[src/rtl/axi_single_beat_master.sv]
// axi_single_beat_master
// Bridges a simple CPU memory request (req/we/addr/wdata/wstrb) onto one
// single-beat AXI4 read or write transaction and stalls the CPU until the
// response returns.
// Optional watchdog: define AXI_MASTER_TIMEOUT_EN to enable a per-state cycle
// counter that raises a sticky timeout_err after TIMEOUT_CYCLES cycles.
// Without the macro there is no counter and timeout_err is tied low.

module axi_single_beat_master #(
  parameter int ADDR_WIDTH     = 32,
  parameter int DATA_WIDTH     = 32,
  parameter int ID_WIDTH       = 4,
  parameter int MASTER_ID      = 0,
  parameter int TIMEOUT_CYCLES = 1024
) (
  input  logic                    clk,
  input  logic                    rst,
  // CPU side
  input  logic                    cpu_req,
  input  logic                    cpu_we,
  input  logic [ADDR_WIDTH-1:0]   cpu_addr,
  input  logic [DATA_WIDTH-1:0]   cpu_wdata,
  input  logic [DATA_WIDTH/8-1:0] cpu_wstrb,
  output logic                    cpu_busy,
  output logic                    cpu_done,
  output logic [DATA_WIDTH-1:0]   cpu_rdata,
  output logic                    cpu_err,
  // Write address channel
  output logic [ID_WIDTH-1:0]     AWID,
  output logic [ADDR_WIDTH-1:0]   AWADDR,
  output logic [3:0]              AWLEN,
  output logic [2:0]              AWSIZE,
  output logic [1:0]              AWBURST,
  output logic                    AWVALID,
  input  logic                    AWREADY,
  // Write data channel
  output logic [DATA_WIDTH-1:0]   WDATA,
  output logic [DATA_WIDTH/8-1:0] WSTRB,
  output logic                    WLAST,
  output logic                    WVALID,
  input  logic                    WREADY,
  // Write response channel
  input  logic [ID_WIDTH-1:0]     BID,
  input  logic [1:0]              BRESP,
  input  logic                    BVALID,
  output logic                    BREADY,
  // Read address channel
  output logic [ID_WIDTH-1:0]     ARID,
  output logic [ADDR_WIDTH-1:0]   ARADDR,
  output logic [3:0]              ARLEN,
  output logic [2:0]              ARSIZE,
  output logic [1:0]              ARBURST,
  output logic                    ARVALID,
  input  logic                    ARREADY,
  // Read data channel
  input  logic [ID_WIDTH-1:0]     RID,
  input  logic [DATA_WIDTH-1:0]   RDATA,
  input  logic [1:0]              RRESP,
  input  logic                    RLAST,
  input  logic                    RVALID,
  output logic                    RREADY,
  // Watchdog
  output logic                    timeout_err
);

  localparam int STRB_WIDTH = DATA_WIDTH / 8;

  typedef enum logic [2:0] {
    ST_IDLE,
    ST_AR,
    ST_R,
    ST_WR,
    ST_B
  } state_e;

  state_e                  state_q;
  logic [ADDR_WIDTH-1:0]   addr_q;
  logic [DATA_WIDTH-1:0]   wdata_q;
  logic [STRB_WIDTH-1:0]   wstrb_q;
  logic                    arValid_q;
  logic                    rReady_q;
  logic                    awValid_q;
  logic                    wValid_q;
  logic                    bReady_q;
  logic                    awDone_q;
  logic                    wDone_q;
  logic                    done_q;
  logic                    err_q;
  logic [DATA_WIDTH-1:0]   rdata_q;
  logic                    wrBothDone;

  // A write phase finishes once each channel has handshaken, now or earlier.
  assign wrBothDone = (awDone_q || AWREADY) && (wDone_q || WREADY);

  // Main transaction FSM; all AXI and CPU handshake outputs are registered here.
  always_ff @(posedge clk) begin
    if (rst) begin
      state_q   <= ST_IDLE;
      addr_q    <= '0;
      wdata_q   <= '0;
      wstrb_q   <= '0;
      arValid_q <= 1'b0;
      rReady_q  <= 1'b0;
      awValid_q <= 1'b0;
      wValid_q  <= 1'b0;
      bReady_q  <= 1'b0;
      awDone_q  <= 1'b0;
      wDone_q   <= 1'b0;
      done_q    <= 1'b0;
      err_q     <= 1'b0;
      rdata_q   <= '0;
    end else begin
      done_q <= 1'b0;
      case (state_q)
        ST_IDLE: begin
          if (cpu_req) begin
            addr_q  <= cpu_addr;
            wdata_q <= cpu_wdata;
            wstrb_q <= cpu_wstrb;
            if (cpu_we) begin
              state_q   <= ST_WR;
              awValid_q <= 1'b1;
              wValid_q  <= 1'b1;
              awDone_q  <= 1'b0;
              wDone_q   <= 1'b0;
            end else begin
              state_q   <= ST_AR;
              arValid_q <= 1'b1;
            end
          end
        end
        ST_AR: begin
          if (ARREADY) begin
            arValid_q <= 1'b0;
            rReady_q  <= 1'b1;
            state_q   <= ST_R;
          end
        end
        ST_R: begin
          if (RVALID && RLAST) begin
            rReady_q <= 1'b0;
            rdata_q  <= RDATA;
            err_q    <= RRESP[1];
            done_q   <= 1'b1;
            state_q  <= ST_IDLE;
          end
        end
        ST_WR: begin
          if (awValid_q && AWREADY) begin
            awValid_q <= 1'b0;
            awDone_q  <= 1'b1;
          end
          if (wValid_q && WREADY) begin
            wValid_q <= 1'b0;
            wDone_q  <= 1'b1;
          end
          if (wrBothDone) begin
            bReady_q <= 1'b1;
            awDone_q <= 1'b0;
            wDone_q  <= 1'b0;
            state_q  <= ST_B;
          end
        end
        ST_B: begin
          if (BVALID) begin
            bReady_q <= 1'b0;
            err_q    <= BRESP[1];
            done_q   <= 1'b1;
            state_q  <= ST_IDLE;
          end
        end
        default: state_q <= ST_IDLE;
      endcase
    end
  end

  assign cpu_busy  = (state_q != ST_IDLE);
  assign cpu_done  = done_q;
  assign cpu_rdata = rdata_q;
  assign cpu_err   = err_q;

  assign AWID    = ID_WIDTH'(MASTER_ID);
  assign AWADDR  = addr_q;
  assign AWLEN   = 4'd0;
  assign AWSIZE  = 3'b010;
  assign AWBURST = 2'b01;
  assign AWVALID = awValid_q;

  assign WDATA  = wdata_q;
  assign WSTRB  = wstrb_q;
  assign WLAST  = wValid_q;
  assign WVALID = wValid_q;

  assign BREADY = bReady_q;

  assign ARID    = ID_WIDTH'(MASTER_ID);
  assign ARADDR  = addr_q;
  assign ARLEN   = 4'd0;
  assign ARSIZE  = 3'b010;
  assign ARBURST = 2'b01;
  assign ARVALID = arValid_q;

  assign RREADY = rReady_q;

`ifdef AXI_MASTER_TIMEOUT_EN
  localparam int CW = $clog2(TIMEOUT_CYCLES + 1);

  logic [CW-1:0] timeoutCnt_q;
  logic          timeout_q;
  logic          enterState;

  // Any transition that lands in AR, R, WR or B restarts the per-state count.
  assign enterState = ((state_q == ST_IDLE) && cpu_req) ||
                      ((state_q == ST_AR) && ARREADY) ||
                      ((state_q == ST_WR) && wrBothDone);

  // Saturating per-state cycle counter with a sticky flag; the FSM keeps waiting.
  always_ff @(posedge clk) begin
    if (rst) begin
      timeoutCnt_q <= '0;
      timeout_q    <= 1'b0;
    end else if (enterState) begin
      timeoutCnt_q <= '0;
    end else if ((state_q != ST_IDLE) && (timeoutCnt_q != CW'(TIMEOUT_CYCLES))) begin
      timeoutCnt_q <= timeoutCnt_q + CW'(1);
      if (timeoutCnt_q == CW'(TIMEOUT_CYCLES - 1)) begin
        timeout_q <= 1'b1;
      end
    end
  end

  assign timeout_err = timeout_q;

  logic unusedInputs;
  assign unusedInputs = ^{RID, BID, RRESP[0], BRESP[0]};
`else
  localparam logic [31:0] TIMEOUT_VEC = TIMEOUT_CYCLES;

  assign timeout_err = 1'b0;

  logic unusedInputs;
  assign unusedInputs = ^{RID, BID, RRESP[0], BRESP[0], TIMEOUT_VEC};
`endif

endmodule

[config.mk]
export PLATFORM = sky130hd
export DESIGN_NAME = axi_single_beat_master
export DESIGN_NICKNAME = d
export VERILOG_FILES = /design/src/rtl/axi_single_beat_master.sv
export SDC_FILE = /design/constraint.sdc
export NUM_CORES = 1
export LEC_CHECK = 0
export ABC_CLOCK_PERIOD_IN_PS = 4500
export BUFFER_PORTS_ARGS = -buffer_cell sky130_fd_sc_hd__buf_2
export CORE_ASPECT_RATIO = 0.75
export CORE_MARGIN = 4
export CORE_UTILIZATION = 40
export DETAILED_ROUTE_END_ITERATION = 16
export GPL_ROUTABILITY_DRIVEN = 0
export GPL_TIMING_DRIVEN = 0
export PLACE_DENSITY = 0.81
export SYNTH_ARGS = -nofsm -noshare
export SYNTH_HDL_FRONTEND = slang
export SYNTH_SLANG_ARGS = --single-unit
[constraint.sdc]
create_clock -name clk -period 4.5 [get_ports clk]
set_clock_uncertainty 0.15 [all_clocks]
set_input_delay 0.9 -clock clk [delete_from_list [all_inputs] [get_ports clk]]
set_output_delay 0.9 -clock clk [all_outputs]
set_load 0.02 [all_outputs]
==> results by group <==
Outcome
  – Status: finished clean

Placement
  – DP HPWL: 10.7 mm
  – Placed cells: 977
  – I/O Buffers: 251

Power and ir drop
  – Leakage Power: 3.13 nW
  – Clock share of power: 32.9%
  – PwrDens: 386 nW/um^2
  – Internal power: 1.70 mW
  – Sw power: 0.713 mW
  – Maximum vdd ir drop: 0.280 mV
  – Switching share of power: between 20% and 30%
  – Comb power frac: 21.7%
  – Seq pwr share: 45.4%

Clock tree
  – CTS buffer count: 9
  – Clk slew on worst S/H paths: 0.07 ns
  – Skew-Pair Late Insertion Delay: 0.33 ns
  – Post-CTS Setup Inserts: 0
  – Post_cts resized: 0
  – CTS root buf: clkbuf_16
  – # clock sinks: 112
  – CTS max path bufs: 2
  – CTS tree: built
  – Hold-fix buffers, CTS: 0
  – H-tree depth: 3

Synth
  – Seq/Total Area, Yosys: 50.6%
  – Synthesized area: 4430 um^2
  – Post-synthesis adder-cell area fraction: 0%
  – Post-synthesis compound-gate area fraction: 14.1%
  – Number of distinct library cells after synthesis: 32
  – Largest family of logic cells by synthesized area: simple AND/OR/NAND/NOR gates
  – Synth Area in XOR/XNOR: 0%
  – Total number of yosys warnings: 0
  – Synth Register Bits: approximately 110
  – Synth Instances: between 500 and 600
  – Syn Area/Cell: approximately 8 um^2
  – Simple-Gate Fraction of Synth Area: 21.4%
  – Multiplexer area fraction after synthesis: 0.226%

Timing
  – Pins Over Slew Limit: 0
  – Final setup viols: 0
  – Setup TNS: 0 ns
  – Fin crit period: 2.56 ns
  – Final hold violation count: 0
  – RSZ-0062 raised after global routing: false
  – Worst Tran Pin Value: 0.980 ns
  – Relative slew slack: 34.5%
  – Max Freq: 0.391 GHz
  – Period Utilization, post-route: 56.8%
  – Hold slack: 0.301 ns

Worst setup path
  – R2R cell count: 5
  – Worst endpoint data arrival time: about 1.5 ns
  – Critical path capture point type: primary output
  – Startpoint Class: flip-flop
  – CP peak stage delay: 0.41 ns
  – Crit-path max FO: 10
  – Crit-path cells: clkbuf_1 -> or3_1 -> buf_2
  – Crit-path slowest cell: or3_1
  – Cell count along the critical path: 3
  – Worst path top cell family by delay: buffers and inverters
  – Worst Path Buf+Inv: 2
  – Worst Path Required: 3.45 ns
  – Kind of critical path: reg -> out

Drt
  – Total Wirelength: 13.5 mm
  – First DRT Iteration DRCs: 259
  – Vias: 4539
  – Wire length per cell: 13.6 um
  – Remaining antenna violation count: 0
  – Drt via density: between 4 and 5
  – Drt drc: 0
  – DRT Pass-1 Iters: 4

GRT
  – Initial antenna violation count: 0
  – Vias in the first global route: 4294
  – Largest net degree at the start of global routing: 18
  – GRT overflow: 0
  – GRT Total Usage: between 20% and 30%
  – First-pass GRT wire length: 20.9 mm

Finish
  – Area delta synth->final: 41.1%
  – Most frequent cells in the layout: 256 x buf_2, 207 x nand2_1, 112 x dfxtp_1, 106 x a21oi_1, 60 x buf_4
  – Finished Layout Cells: 993
  – Layout cells sized above 1: 39.0%
  – Fillers: roughly 990
  – Layout Nets: 974
  – Util after Layout: between 50% and 60%
  – Commonest non-fill, non-tap cell in the layout: buf_2
  – Antenna Cells: 0

Die
  – Die area: 12800 um^2
  – I/O pin cnt: 290
  – Core Region: 10500 um^2
  – Die Y: 99.2 um
  – Initial core utilization: 42.1%
  – Rows: 32
  – Die width: between 100 and 150 um

Job
  – Max-cap violations: 0

Worst hold path
  – Hold depth: 2
  – Hold crit path type: reg -> reg
-- state kept, by name (all words and copies together) (netlist names) --
signal,cells
ARADDR,32
WDATA,32
cpu_rdata,32
WSTRB,4
state_q,3
ARVALID,1
AWVALID,1
BREADY,1
RREADY,1
WLAST,1
awDone_q,1
cpu_done,1
cpu_err,1
wDone_q,1
-- final timing paths --
path | startpoint | end | slack [ns]
setup / recovery | state_q[0] | cpu_busy | 1.94
hold / removal | cpu_rdata[24] | cpu_rdata[24] | 0.30
setup reg to reg | state_q[0] | awDone_q | 2.29
hold reg to reg | cpu_rdata[24] | cpu_rdata[24] | 0.30
-- cells in the mapped netlist --
master,n,area share (%)
and3_1,1,0.14
o221a_2,1,0.25
and2_1,1,0.14
a311oi_2,1,0.34
nand2_1,207,18
o31ai_1,1,0.17
mux2i_1,1,0.23
nand4bb_1,1,0.25
or4b_1,1,0.23
or3_1,1,0.14
a21boi_0,1,0.17
nor3_1,4,0.45
o21ai_0,4,0.45
o22a_1,1,0.20
buf_4,60,10
nand4_1,1,0.14
buf_2,5,0.56
dfxtp_1,112,51
and3b_1,1,0.20
clkbuf_1,32,2.7
a21oi_1,106,12
nand3b_1,1,0.17
nand2b_1,2,0.28
a31oi_1,1,0.14
nor4_1,1,0.14
conb_1,2,0.17
a32oi_1,2,0.40
nand3_1,1,0.11
nor4b_2,2,0.68
inv_1,1,0.085
nor2_1,8,0.68
nor2b_1,1,0.14
-- layout make-up --
class | count | area [um^2] | share of cell area, %
plain buffers | 97 | 596 | 9.52
repair buffers | 251 | 1260 | 20.1
clock inverters | 4 | 53.8 | 0.860
well taps | 136 | 170 | 2.72
flip-flops and latches | 112 | 2240 | 35.9
multi-input cells | 380 | 1690 | 27.0
inverters | 1 | 3.75 | 0.0600
clock buffers | 12 | 246 | 3.94
-- cells by family after synthesis --
| group | Yosys count |
|---|---|
| AND/OR/NAND/NOR | 234 |
| AO/OA/AOI/OAI | 118 |
| flip-flops | 112 |
| buffers and inverters | 98 |
| other | 2 |
| multiplexers | 1 |
-- power by group through the flow --
stage | combinational [mW] | clock, mW | sequential, mW
floorplan | 0.262 | 0 | 1.19
global placement | 0.521 | 0 | 1.12
detailed placement | 0.526 | 0 | 1.12
CTS | 0.527 | 0.821 | 1.10
global route | 0.574 | 0.856 | 1.11
finish | 0.524 | 0.794 | 1.10
-- metal layers --
metal | GRT usage [%] | part of all wire, % | up-vias
met5 | 0 | 0 | -
met4 | 5.03 | 1.3 | 0
met3 | 6.44 | 9.8 | 14
met2 | 35.4 | 49 | 175
met1 | 23.6 | 39 | 2036
li1 | - | - | 2314
-- worst min-delay path, stage by stage, from the launching register on --
cell     delay [ns]
dfxtp_1        0.31
nand2_1        0.05
a21oi_1        0.05
-- metrics by stage --
step	area (um^2)	setup WS, ns	power [mW]
2_1_floorplan	4530	2.27	1.45
3_5_place_dp	5950	1.68	1.65
6_report	6250	1.94	2.42
5_1_grt	6250	1.86	2.54
4_1_cts	6250	1.93	2.45
3_3_place_gp	5950	1.75	1.64
(Power assumes the default switching activity.)
